===== src/rtl/nrisk_sequencer.sv =====
// nrisk_sequencer
// Multi-cycle control sequencer for the nRisk 8-bit processor. Each instruction
// is stepped through FETCH, DECODE, EXECUTE, MEM and WRITEBACK. The sequencer
// drives the PC, instruction-register, register-file and memory strobes. It owns
// the single-port memory handshake, including a bounded wait, and it counts
// retired instructions.
//
// Ports:
//   clock         system clock, rising edge
//   reset_n       asynchronous active-low reset
//   run           start pulse, only looked at in IDLE
//   halt_req      return to IDLE once the current instruction retires
//   opcode        instruction bits [7:4], valid from DECODE onward
//   branch_taken  ALU branch condition, used in EXECUTE
//   mem_ack       memory completion, only meaningful while mem_req=1
//   mem_req       memory access request
//   mem_we        1 = store, 0 = read
//   mem_addr_sel  0 = PC, 1 = ALU result
//   ir_load       load instruction register
//   pc_write      update PC
//   pc_src        00 = PC+1, 01 = jump target, 10 = branch target
//   alu_en        ALU operation strobe
//   reg_write     register-file write enable
//   busy          high in every state except IDLE and ERROR
//   timeout_err   high in ERROR; stays set until reset
//   state_o       current state encoding
//   instr_count   retired-instruction counter, wraps

module nrisk_sequencer #(
  parameter int TIMEOUT = 15,
  parameter int TO_W    = 4,
  parameter int CNT_W   = 16
) (
  input  logic             clock,
  input  logic             reset_n,
  input  logic             run,
  input  logic             halt_req,
  input  logic [3:0]       opcode,
  input  logic             branch_taken,
  input  logic             mem_ack,
  output logic             mem_req,
  output logic             mem_we,
  output logic             mem_addr_sel,
  output logic             ir_load,
  output logic             pc_write,
  output logic [1:0]       pc_src,
  output logic             alu_en,
  output logic             reg_write,
  output logic             busy,
  output logic             timeout_err,
  output logic [2:0]       state_o,
  output logic [CNT_W-1:0] instr_count
);

  typedef enum logic [2:0] {
    IDLE      = 3'd0,
    FETCH     = 3'd1,
    DECODE    = 3'd2,
    EXECUTE   = 3'd3,
    MEM       = 3'd4,
    WRITEBACK = 3'd5,
    ERROR     = 3'd7
  } state_t;

  // Last wait-counter value at which a missing ack still leaves us waiting;
  // a missing ack at this value means mem_req has been high TIMEOUT cycles.
  localparam logic [TO_W-1:0] WAIT_LAST = TO_W'(TIMEOUT - 1);

  state_t          state;
  state_t          state_next;
  logic [TO_W-1:0] wait_cnt;
  logic [TO_W-1:0] wait_next;
  logic            retire;

  logic is_load;
  logic is_store;
  logic is_jump;
  logic is_branch;

  assign is_load   = (opcode == 4'b0100);
  assign is_store  = (opcode == 4'b0101);
  assign is_jump   = (opcode[3:1] == 3'b100);
  assign is_branch = (opcode[3:1] == 3'b111);

  assign state_o = state;

  // State, wait counter and retire counter. Reset drops the state to IDLE at
  // once, and because every strobe is decoded from the state, an access in
  // flight is abandoned without counting a retire.
  always_ff @(posedge clock or negedge reset_n) begin
    if (!reset_n) begin
      state       <= IDLE;
      wait_cnt    <= '0;
      instr_count <= '0;
    end else begin
      state    <= state_next;
      wait_cnt <= wait_next;
      if (retire) begin
        instr_count <= instr_count + 1'b1;
      end
    end
  end

  // Next-state and strobe decode. The wait counter only counts while a memory
  // access is pending and returns to zero otherwise, so it always starts from
  // zero on entry to FETCH or MEM. An ack in the last allowed cycle still
  // completes the access. Every retiring path funnels through 'retire', where
  // halt_req picks IDLE or the next FETCH.
  always_comb begin
    state_next   = state;
    wait_next    = '0;
    retire       = 1'b0;
    mem_req      = 1'b0;
    mem_we       = 1'b0;
    mem_addr_sel = 1'b0;
    ir_load      = 1'b0;
    pc_write     = 1'b0;
    pc_src       = 2'b00;
    alu_en       = 1'b0;
    reg_write    = 1'b0;
    busy         = 1'b0;
    timeout_err  = 1'b0;

    case (state)
      IDLE: begin
        if (run) begin
          state_next = FETCH;
        end
      end

      FETCH: begin
        busy    = 1'b1;
        mem_req = 1'b1;
        if (mem_ack) begin
          ir_load    = 1'b1;
          state_next = DECODE;
        end else if (wait_cnt == WAIT_LAST) begin
          state_next = ERROR;
        end else begin
          wait_next = wait_cnt + 1'b1;
        end
      end

      DECODE: begin
        busy       = 1'b1;
        state_next = EXECUTE;
      end

      EXECUTE: begin
        busy   = 1'b1;
        alu_en = 1'b1;
        if (is_jump) begin
          pc_write = 1'b1;
          pc_src   = 2'b01;
          retire   = 1'b1;
        end else if (is_branch) begin
          pc_write = 1'b1;
          pc_src   = branch_taken ? 2'b10 : 2'b00;
          retire   = 1'b1;
        end else if (is_load || is_store) begin
          state_next = MEM;
        end else begin
          state_next = WRITEBACK;
        end
      end

      MEM: begin
        busy         = 1'b1;
        mem_req      = 1'b1;
        mem_addr_sel = 1'b1;
        mem_we       = is_store;
        if (mem_ack) begin
          if (is_store) begin
            pc_write = 1'b1;
            retire   = 1'b1;
          end else begin
            state_next = WRITEBACK;
          end
        end else if (wait_cnt == WAIT_LAST) begin
          state_next = ERROR;
        end else begin
          wait_next = wait_cnt + 1'b1;
        end
      end

      WRITEBACK: begin
        busy      = 1'b1;
        reg_write = 1'b1;
        pc_write  = 1'b1;
        retire    = 1'b1;
      end

      ERROR: begin
        timeout_err = 1'b1;
      end

      default: begin
        state_next = IDLE;
      end
    endcase

    if (retire) begin
      state_next = halt_req ? IDLE : FETCH;
    end
  end

endmodule


===== config.mk =====
export PLATFORM = sky130hd
export DESIGN_NAME = nrisk_sequencer
export DESIGN_NICKNAME = d
export VERILOG_FILES = /design/src/rtl/nrisk_sequencer.sv
export SDC_FILE = /design/constraint.sdc
export NUM_CORES = 1
export LEC_CHECK = 0
export CORE_ASPECT_RATIO = 1.5
export CORE_MARGIN = 3
export CORE_UTILIZATION = 50
export CTS_CLUSTER_SIZE = 40
export DETAILED_ROUTE_END_ITERATION = 10
export PLACE_DENSITY = 0.83
export SYNTH_ARGS = -nofsm -noshare
export SYNTH_HDL_FRONTEND = slang
export SYNTH_SLANG_ARGS = --single-unit
export TNS_END_PERCENT = 30

===== constraint.sdc =====
create_clock -name clock -period 3 [get_ports clock]
set_input_delay 0.3 -clock clock [delete_from_list [all_inputs] [get_ports clock]]
set_output_delay 0.3 -clock clock [all_outputs]
set_load 0.1 [all_outputs]

# --- After elaboration in Yosys (flattened, before gate mapping) ---
# Cells that the tools add are included.
# Widths: inputs -> output; s select.
word_totals:
  word_cells: 59
  reg_bits: 23
op_classes:
  muxes: 32
  add_sub_neg: 2
  n_reduce_logical: 6
  eq_ne: 16
op_table:
  columns: ["op", "count"]
  rows:
  - ["$mux 3", 8]
  - ["$pmux 3 s6", 1]
  - ["$add 16x1->16 const B", 1]
  - ["$eq 3x3->1 const B", 5]
  - ["$mux 1", 15]
  - ["$mux 4", 3]
  - ["$ne 3x3->1 const B", 3]
  - ["$eq 4x3->1 const B", 2]
  - ["$mux 2", 4]
  - ["$eq 3x2->1 const B", 2]
  - ["$reduce_and 5->1", 1]
  - ["$reduce_or 5->1", 1]
  - ["$add 4x1->4 const B", 1]
  - ["$eq 4x4->1 const B", 1]
  - ["$ne 4x4->1 const B", 1]
  - ["$reduce_or 2->1", 2]
  - ["$eq 3x1->1 const B", 1]
  - ["$logic_not 3->1", 1]
  - ["$pmux 1 s3", 1]
  - ["$ne 2x1->1 const B", 1]
  - ["$logic_or 1x1->1", 1]

# --- Longest topological paths before layout ---
depth:
  ltp_word: 7
  ltp_mapped: 6

# --- Worst setup path after synthesis ---
# Ideal clock, no wire load.
synth_timing:
  kind: "register to output"
  start: "reg state[1] (netlist: state_o[1])"
  end: "out pc_src[0]"
  path_slack_ps: -2271
  t_arrival_ps: 4971
  t_required_ps: 2700
  path_stages_with_launch: 6
  path_cell_list: "dfrtp_1 > buf_2 > inv_1 > nor2_1 > nand2_1 > nor3_1"
synth_via:
  elab_chain_cells: 2
synth_lines:
  columns: ["element", "line_no", "text"]
  rows:
  - ["start, declared", "69", "state_t state;"]
  - ["start signal, assigned", "96", "state <= state_next;"]
  - ["$eq 3x2->1", "124", "case (state)"]
  - ["$mux 2", "124", null]
  - ["end, declared", "46", "output logic [1:0] pc_src,"]
# No other way between the ends.

# --- Worst setup path in the final report ---
layout_timing:
  start: "reg state[1] (netlist: state_o[1])"
  end: "out pc_write"
layout_via:
  elab_chain_cells: 2
layout_lines:
  columns: ["element", "line_no", "text"]
  rows:
  - ["$eq 3x3->1 or $eq 3x2->1 (tied branches)", "124", null]
  - ["$pmux 1 s3 (*)", "124", null]
  - ["end, declared", "45", "output logic pc_write,"]
# Mark *: on every way between the ends. The rest lies on a longest branch, timed or not.

==> results.env <==
SYNTH_SEQUENTIAL_AREA_RATIO_PCT=42.3
DRT_PASS1_ITERATIONS=4
COMMONEST_CELLS_AFTER_ROUTING_FILL_AND_TAPS_ASIDE='30 x sky130_fd_sc_hd__buf_4, 22 x sky130_fd_sc_hd__dfrtp_1, 15 x sky130_fd_sc_hd__xor2_1'
SYNTHDOMINANTAREACELLTYPE='sky130_fd_sc_hd__dfrtp_1'
CRITICAL_PATH.SLOWEST_CELL='sky130_fd_sc_hd__dfrtp_2'
TIMING.CRITICAL_PATH.FROM_TYPE='flop'
FLOORPLAN.ROWS=22
PLACE_WORST_SETUP_SLACK_NS=0.631
ROUTABILITYCONGESTION=0.776
TIMING_HOLD_VIOLATIONS_FINAL=0
CLOCKROOTBUFFER='sky130_fd_sc_hd__clkbuf_4'
CRIT_START='state_o[1]$_DFFE_PN0P_'
SLEW_HEADROOM_PCT=60.1
CLKSLEWWORSTSETUPHOLDPATHS_NS=0.12
CRITPATHARRIVALTIME_NS=2.10
DIEWIDTH_UM=48.6
GRT_PASS1_VIAS=1041
GLOBAL_ROUTE.OVERFLOW_TOTAL=0
MAX_SLEW.WORST_PIN.SLEW_NS=0.596
IR_WORST_VDD_mV=1.08
YOSYS_TOP_CELL_AREA_SHARE_PCT=42.3
TRITONCTS='yes'
R2R_CELLS=4
DR.FIRST_ITER.DRC_COUNT=13
CRIT_FANOUT=15
CLOCKBUFFERDEPTH=2
DPL.HPWL_UM=2250
DIEHEIGHT_UM=69.9
POST_SYNTH_MAIN_AREA_CONTRIBUTORS='sky130_fd_sc_hd__dfrtp_1 42%, sky130_fd_sc_hd__xor2_1 9.7%, sky130_fd_sc_hd__a211oi_2 4.6%'
POST_SYNTH.CELL_AREA_AVG_UM2=10.9
PLACED_CELLS_INCL_TAPS=196
POWER.LEAKAGE_nW=0.840
IO_PINS=40
CTSHTREEMAXLEVEL=1
FINALNETCOUNT=178
GRT_FIRST_PASS_WIRELENGTH_UM=5030
ACHIEVABLE-FREQUENCY_MHz=416
REG2REG_SETUP_SLACK_NS=1.03
ANTENNA-DIODE-COUNT=0
DRV_SLEW=0
POSTCTSHOLDBUFS=0
SYNTH-EDFF-COUNT=0
FLOORPLAN.INITIALDENSITY_PCT=53.8
UNREPAIRED_SETUP_ENDPOINTS_AFTER_GLOBAL_ROUTING='no'
REQUIRED_NS=2.70
DESIGN.DIE.AREA_MM2=0.00340
PLACEMENT.IO_BUFFERS=39
ROUTED_WIRE_LENGTH_PER_INSTANCE_UM=14.7
YS_FF_LATCH=23
FINAL_AREA_MM2=0.00176
CLK_LATENCY_NS=0.32
POWER_PER_CELL_AREA_mW_PER_MM2=1110
ROUTE.FINAL.WIRE_LENGTH_UM=2930
ASYNC_FLOP_SHARE_PCT=100
GRT_USAGE_PCT=18.8
FINAL-SETUP-VIOL-COUNT=0
POST-ROUTE-DRC-COUNT=0
SYNTH-WARNING-COUNT=0
NUM_VIAS=1071
SYNTH_FP_NETS=138
YS_TYPES=38
POSTCTSSETUPREPAIRBUFS=0
FINAL_CRITICAL_PATH_SETUP_SLACK_NS=0.597
CLOCK_SKEW_NS=0.00496
STATUS='complete, no violations'
CTS_MADE_BUFFERS=3
NETLIST_AREA_MM2=0.00136
POSTPLACECELLAREA_MM2=0.00173
WORSTREG2REGSTART='state_o[1]$_DFFE_PN0P_'
MOSTFREQUENTLAYOUTCELL='sky130_fd_sc_hd__buf_4'
SYNTH_TOP_FLOP_CELL='sky130_fd_sc_hd__dfrtp_1'
FINAL_ANTENNA_NET_COUNT=0
WORSTSETUPPATHTYPE='reg2out'
ANTENNA_VIOLATIONS_BEFORE_REPAIR=0
MAXCAPVIOLCOUNT=0
CRIT_CHAIN='and3b_1 > a41oi_4 > nand2_2 > buf_12'
FP.COREAREA_MM2=0.00253
GRT_START_MAX_NET_PINS=24
END_KIND='primary output'
VIASPERCELL=5.36
HOLD_PATH.CLASS='in2async'
SYN_INST=125
WHS_NS=0.309
R2R_END='state_o[0]$_DFFE_PN0P_'
DRIVE_ABOVE_1_SHARE_PCT=33.5
AREA.GROWTH.SYNTH_TO_FINAL_PCT=29.3
MAX_STAGE_DELAY_NS=0.56
FINAL.SETUP.TNS_NS=0
FINALCRITICALPERIOD_NS=2.40
POST_CTS_RESIZED=0
CTS_NUM_SINKS=23
NON_FILLER_CELLS_IN_THE_FINISHED_LAYOUT=200
PERIOD_SHARE_PCT=80.1
[worst max path at each step]
stage	slack (ns)	cells past startpoint	to
floorplan	-0.38	5	instr_count[1]$_DFFE_PN0P_
global placement	0.70	5	pc_write
detailed placement	0.63	5	pc_write
CTS	0.60	4	pc_write
global route	0.43	4	pc_write
finish	0.60	4	pc_write
[registers in the layout, summed over array words and instances (netlist names)]
name / flops
instr_count: 16
wait_cnt: 4
state_o: 3
[routing by layer]
metal / share of wire, % / vias up / track usage (%)
li1: - / 523 / -
met1: 41 / 498 / 22.6
met2: 51 / 45 / 31.9
met3: 6.6 / 5 / 3.20
met4: 1.9 / 0 / 9.18
met5: 0 / - / 0
[power breakdown]
part	switching (W)	internal (W)	total (W)
logic	0.00101	0.000297	0.00131
registers	0.000125	0.000373	0.000498
clock network	0.0000987	0.0000511	0.000150
[critical path, delay by kind of cell, from the launching register on]
kind / cells / cell delay (ns)
compound gates: 1 / 0.52
simple gates: 2 / 0.47
buf+inv: 1 / 0.22
flops: 1 / 0.56
[cell usage after synthesis (2+ instances only)]
| cell type | count |
|---|---|
| sky130_fd_sc_hd__dfrtp_1 | 23 |
| sky130_fd_sc_hd__xor2_1 | 15 |
| sky130_fd_sc_hd__nand2_1 | 12 |
| sky130_fd_sc_hd__nor2_1 | 9 |
| sky130_fd_sc_hd__a21oi_1 | 7 |
| sky130_fd_sc_hd__nand3_1 | 7 |
| sky130_fd_sc_hd__a211oi_2 | 5 |
| sky130_fd_sc_hd__and3_1 | 5 |
| sky130_fd_sc_hd__inv_1 | 4 |
| sky130_fd_sc_hd__ha_1 | 3 |
| sky130_fd_sc_hd__xnor2_1 | 3 |
| sky130_fd_sc_hd__a211oi_1 | 2 |
| sky130_fd_sc_hd__a21boi_0 | 2 |
| sky130_fd_sc_hd__buf_4 | 2 |
| sky130_fd_sc_hd__buf_6 | 2 |
| sky130_fd_sc_hd__nor3_1 | 2 |
[cells by family after synthesis]
kind of cell               Yosys count  synth area share, %
and+or+nand+nor                     47                 21.0
muxes                                1                0.827
DFF                                 23                 42.3
xor gates and xnor gates            18                 11.6
AOI/OAI and AO/OA                   24                 17.3
buffers and inverters                9                 4.23
adders and majority gates            3                 2.76
[layout make-up]
type | count | area [µm²]
clock buffers | 3 | 22.5
clock inverters | 1 | 7.51
fillers | 216 | 772
inverters | 4 | 15.0
multi-input cells | 93 | 758
flip-flops and latches | 23 | 577
well taps | 36 | 45.0
repair buffers | 40 | 335
[through the flow]
stage,total power [W],utilization [%]
after floorplan,0.00157,-
after global placement,0.00180,68.3
after detailed placement,0.00182,68.3
after CTS,0.00197,69.5
after global routing,0.00204,69.5
final,0.00196,69.5
Note: power is estimated with default switching activity, not from simulation.
